<file path="src/rtl/down_timer.sv">
// =============================================================================
// down_timer : one-shot / periodic down-counter with IDLE/RUN/PAUSE/DONE FSM.
// Optional DOWN_TIMER_AUTO_RELOAD_EN : reload and keep running on terminal count.
// Revision   : 1.0
// =============================================================================
`default_nettype none

module down_timer #(
  parameter int unsigned MaxCount  = 6,
  parameter int unsigned DataWidth = 4
) (
  input  logic                 clk,
  input  logic                 reset_n,
  input  logic                 en,
  input  logic                 load,
  input  logic [DataWidth-1:0] load_val,
  input  logic                 start,
  input  logic                 pause,
  input  logic                 stop,
  output logic [DataWidth-1:0] Q,
  output logic                 TC,
  output logic                 busy,
  output logic                 done
);

  typedef enum logic [1:0] {
    ST_IDLE  = 2'd0,
    ST_RUN   = 2'd1,
    ST_PAUSE = 2'd2,
    ST_DONE  = 2'd3
  } state_t;

  localparam logic [DataWidth-1:0] c_max_count = DataWidth'(MaxCount);

  state_t               r_state;
  state_t               w_state_nxt;
  logic [DataWidth-1:0] r_q;
  logic [DataWidth-1:0] w_q_nxt;
  logic [DataWidth-1:0] r_reload;
  logic [DataWidth-1:0] w_reload_nxt;
  logic                 w_q_zero;
  logic                 w_tc_raw;

  assign w_q_zero = (r_q == '0);
  assign w_tc_raw = (r_state == ST_RUN) && en && w_q_zero;

  always_ff @(posedge clk) begin
    if (!reset_n) begin
      r_state  <= ST_IDLE;
      r_q      <= c_max_count;
      r_reload <= c_max_count;
    end else begin
      r_state  <= w_state_nxt;
      r_q      <= w_q_nxt;
      r_reload <= w_reload_nxt;
    end
  end

  // Priority: stop, then load (only honoured when not busy), then start/pause, then en.
  always_comb begin
    w_state_nxt  = r_state;
    w_q_nxt      = r_q;
    w_reload_nxt = r_reload;
    if (stop) begin
      w_state_nxt = ST_IDLE;
      w_q_nxt     = r_reload;
    end else begin
      case (r_state)
        ST_IDLE, ST_DONE: begin
          if (load) begin
            w_state_nxt  = ST_IDLE;
            w_q_nxt      = load_val;
            w_reload_nxt = load_val;
          end else if (start) begin
            w_state_nxt = ST_RUN;
          end
        end
        ST_RUN: begin
          if (pause) begin
            w_state_nxt = ST_PAUSE;
          end else if (en) begin
            if (!w_q_zero) begin
              w_q_nxt = r_q - DataWidth'(1);
            end else begin
`ifdef DOWN_TIMER_AUTO_RELOAD_EN
              w_q_nxt = r_reload;
`else
              w_state_nxt = ST_DONE;
`endif
            end
          end
        end
        ST_PAUSE: begin
          if (start) begin
            w_state_nxt = ST_RUN;
          end
        end
        default: begin
          w_state_nxt = ST_IDLE;
        end
      endcase
    end
  end

  // Status outputs are forced low while reset is being applied.
  assign Q    = r_q;
  assign TC   = reset_n & w_tc_raw;
  assign busy = reset_n & ((r_state == ST_RUN) | (r_state == ST_PAUSE));
  assign done = reset_n & (r_state == ST_DONE);

endmodule

`default_nettype wire

</file>
<file path="config.mk">
export PLATFORM = sky130hd
export DESIGN_NAME = down_timer
export DESIGN_NICKNAME = d
export VERILOG_FILES = /design/src/rtl/down_timer.sv
export SDC_FILE = /design/constraint.sdc
export NUM_CORES = 1
export LEC_CHECK = 0
export BUFFER_PORTS_ARGS = -buffer_cell sky130_fd_sc_hd__buf_2
export CAP_MARGIN = 20
export CORE_MARGIN = 2
export CORE_UTILIZATION = 30
export CTS_CLUSTER_DIAMETER = 80
export CTS_CLUSTER_SIZE = 40
export DETAILED_ROUTE_END_ITERATION = 8
export HOLD_SLACK_MARGIN = 0.1
export SETUP_SLACK_MARGIN = 0.2
export SLEW_MARGIN = 20
export SYNTH_ARGS = -nofsm -noshare
export SYNTH_HDL_FRONTEND = slang
export SYNTH_SLANG_ARGS = --single-unit
</file>
<file path="constraint.sdc">
create_clock -name clk -period 2.6 [get_ports clk]
set_input_delay 0.26 -clock clk [delete_from_list [all_inputs] [get_ports clk]]
set_output_delay 0.26 -clock clk [all_outputs]
set_load 0.01 [all_outputs]
</file>
Yosys cells after proc, flatten, opt, wreduce, memory -nomap -nowiden
Cells that the tools add are included.

Register bits after elaboration: 10. Input port bits: 11. Output and inout port bits: 7. Logic and storage cells: 41.

Add/sub/neg operators: 1. Equal/unequal tests: 9. Mux-type cells: 12. Bitwise logic cells: 6. Reductions and logical operators: 10.

Operators by type and width (count): 4-bit 2-to-1 mux (5); 3-bit inequality test (second input constant) (6); 2-bit 2-to-1 mux (5); 4-bit one-hot mux with 2 select lines (1); 2-bit one-hot mux with 3 select lines (1); 5-bit AND reduction (1); 2-bit equality test (second input constant) (2); 4-bit logical NOT (1); 2-bit OR reduction (2); 4-bit by 1-bit subtractor with 4-bit output (second input constant) (1); 1-bit AND (3); 3-bit AND reduction (1); 3-bit nonzero test (1); 2-bit by 1-bit equality test with 1-bit output (second input constant) (1); 1-bit logical AND (2); 2-bit logical NOT (1); 1-bit inverter (2); 2-bit AND reduction (1); 1-bit bitwise OR (1).

Depth between registers and ports, before layout
Depth after elaboration: 6. Gate-level depth with buffers: 7. Depth with buffers taken out: 6.

Least setup slack after synthesis
Ideal clock, no wire load.

Kind: flip-flop to flip-flop. Start: register r_state[0]. End: register r_q[3], in the netlist Q[3]. Library setup time: 0.125 ns. Data arrival time: 1.470 ns. Data required time: 2.475 ns. Path slack: 1.005 ns. Stages on the path, launching flop included: 8. Path buffers: 1. Period minus slack after synthesis: 1.595 ns. Cell sequence: dfxtp_1 inv_1 ha_1 buf_6 mux2_2 nand2_1 a221oi_1 a21oi_2.

Longest elaborated chain between the ends: 4. Elaborated cells between the ends (all ways): 12. Classes of those cells: eq/ne (6); mux (2); reduce/logical (4).

Ends and longest elaborated chain: from (decl) (line 35) `state_t r_state;`; from (signal assigned) (line 53) `r_state <= w_state_nxt;`; 2-bit equality test or 2-bit logical NOT (tied branches) (line 68) `case (r_state)`; 2-bit OR reduction (line 68); 3-bit inequality test (no source line) (tied with other cells); 5-bit AND reduction (no source line) or 4-bit 2-to-1 mux (tied branches); to (signal assigned) (line 50) `r_q <= c_max_count;`; to (signal assigned) (line 54) `r_q <= w_q_nxt;`; to (decl) (line 37) `logic [DataWidth-1:0] r_q;`.

Parallel ways exist; a longest one is shown, timed or not. A chain may end at the register's enable or synchronous reset.

Final worst setup path
Start: register r_q[0], in the netlist Q[0]. End: output port TC.

Longest elaborated chain between the ends: 3.

Ends and longest elaborated chain: 4-bit logical NOT (line 44) `assign w_q_zero = (r_q == '0);`; 1-bit logical AND (line 45) `assign w_tc_raw = (r_state == ST_RUN) && en && w_q_zero;`; 1-bit AND (line 107) `assign TC = reset_n & w_tc_raw;`; to (decl) (line 21) `output logic TC,`.

Every way passes these cells.

==> metrics.yaml <==
status: "finished, final reports clean"
drc_errors: 0
num_vias: 724
post-route-period-util_pct: 69.9
final_core_util_pct: 36.1
rows: 18
h-tree-depth: 1
ys_ff_latch: 10
cts_root_buf: "clkbuf_4"
cpLargestDelayFamily: "simple AND/OR/NAND/NOR gates"
cts_sinks: 10
maxSlewViolCount: 0
ys_warn_count: 0
clock_path_buffers: 2
synth.avg_cell_area_um2: 8.17
drt-initial-drc-count: 13
timing.slew.headroom_pct: 73.5
grt_max_degree: 14
post_cts_resized: 0
worstSetupStartpointType: "register"
fin_crit_ns: 1.82
crit_path_top_delay_cell: "dfxtp_1"
coreArea_um2: 2450
dp_hpwl_um: 1390
crit_type: "register to output port"
end_kind: "output port"
port_buffers: 17
ys_types: 41
antenna_found_initial: 0
postCtsSetupBuffers: 0
die-area_um2: 2980
gp_congestion: 0.832
slowest_delay_ns: 0.40
hold_viol_final: 0
grt_pass1_vias: 687
cp_max_fo: 5
crit_arrival_ns: 1.56
routed_wl_um: 1710
final_cell_mix: "buf_2, nand2_1, dfxtp_1"
start_util_pct: 31.3
synth_ff_type: "dfxtp_1"
fin_tns_setup_ns: 0
worst_clock_skew_ns: 0.00390
dieHeight_um: 54.6
grt_overflow_total: 0
synth_edf_count: 0
cts.reportedPaths.clkPinSlew_ns: 0.06
viasPerCell: 5.17
grt_use_total_pct: 14.1
synth_area_um2: 768
routedWlPerCell_um: 12.2
power.density_nw_per_um2: 394
hold_path.class: "input port to register"
hold_ws_ns: 0.233
grt_pass1_wl_um: 2990
final_antenna_net_count: 0
cts_tree: "built"
max_freq_mhz: 550
syn2layout_area_growth_pct: 15.3
cts_buffers: 3
cp.required_ns: 2.34
rsz0062_at_grt: "no"
ys_async_sr_fraction_pct: 0
setup_viol: 0
drtPass1Iterations: 4
clk_latency_ns: 0.26
diodes: 0
critPathBufInv: 2
tightest_slew_ns: 0.397
vdd.ir_drop.worst_mv: 0.239
cp_cell_sequence: "inv_1 > ha_1 > and4bb_1 > and3_2 > buf_2"
final_common_cell: "buf_2"
ios: 18
synth_seq_area_share_pct: 26.1
dieWidth_um: 54.6
synth_nets: 109
synthCells: 94
layout-drive-gt1-share_pct: 28.2
leakagePower_uw: 0.000386
cts_hold_buf: 0
nNetsFinal: 127
cap_violations: 0
-- cell usage after synthesis, types with 2 or more instances --
| library cell | count | share of area (%) |
|---|---|---|
| a211oi_1 | 2 | 2.0 |
| a21boi_0 | 2 | 2.0 |
| a21oi_1 | 2 | 1.3 |
| a21oi_2 | 2 | 2.3 |
| a31oi_1 | 2 | 1.6 |
| dfxtp_1 | 10 | 26 |
| ha_1 | 4 | 6.5 |
| inv_1 | 7 | 3.4 |
| nand2_1 | 13 | 6.4 |
| nand3_1 | 5 | 3.3 |
| nand3b_1 | 2 | 2.0 |
| nand4_1 | 2 | 1.6 |
| nor2_1 | 3 | 1.5 |
| nor2b_1 | 2 | 1.6 |
| nor3_1 | 2 | 1.3 |
| o21ai_0 | 9 | 5.9 |
-- worst paths after layout --
check	start	endpoint	slack [ns]	cells past startpoint
max	Q[0]	TC	0.78	5
min	load_val[2]	r_reload[2]	0.23	3
min reg2reg	r_reload[0]	r_reload[0]	0.49	2
max reg2reg	r_state[0]	Q[3]	0.85	6
-- registers in the layout (all words and copies together) (netlist names) --
| signal | flops |
|---|---|
| Q | 4 |
| r_state | 2 |
| r_reload | 4 |
-- metal layers --
| metal | up-vias | global-route usage (%) | wire length (um) |
|---|---|---|---|
| met4 | 0 | 8.75 | 34 |
| met5 | - | 0 | 0 |
| li1 | 375 | - | - |
| met2 | 21 | 19.6 | 746 |
| met1 | 324 | 20.1 | 840 |
| met3 | 4 | 1.91 | 88 |
-- cell families after synthesis --
logic type,count (synthesis),share of synthesized area [%]
adder cells (fa/ha/maj),4,6.51
multiplexers,3,4.72
buffers and inverters,11,7.00
flip-flops,10,26.1
AO/OA/AOI/OAI,27,23.3
AND/OR/NAND/NOR,39,32.4
-- where the power goes --
| group | internal, uW | total, uW | switching, uW |
|---|---|---|---|
| clock | 53.2 | 100 | 47.3 |
| sequential | 162 | 173 | 11.1 |
| combinational | 33.6 | 75.2 | 41.6 |
-- stage by stage --
step | cells | total power, uW | setup slack [ns] | area (um2)
3_5_place_dp | 137 | 251 | 0.855 | 863
5_1_grt | 140 | 380 | 0.686 | 886
6_report | 140 | 349 | 0.782 | 886
4_1_cts | 140 | 351 | 0.769 | 886
3_3_place_gp | 137 | 251 | 0.909 | 863
2_1_floorplan | 94 | 226 | 1.01 | 768
-- area by class of cell --
type                       instances  area, um2
clock buffer                       3       22.5
fill                             265       1570
inverter                           7       26.3
multi-input combinational         73        514
sequential                        10        200
tap                               30       37.5
timing repair buffer              17       85.1
-- worst register-to-register path, delay by kind of cell, from the launching register on --
kind	cells	cell delay [ns]
flip-flops	1	0.39
buffers and inverters	1	0.06
adder cells (fa/ha/maj)	1	0.40
AO/OA/AOI/OAI	2	0.46
AND/OR/NAND/NOR	2	0.33
(Power assumes the default switching activity.)
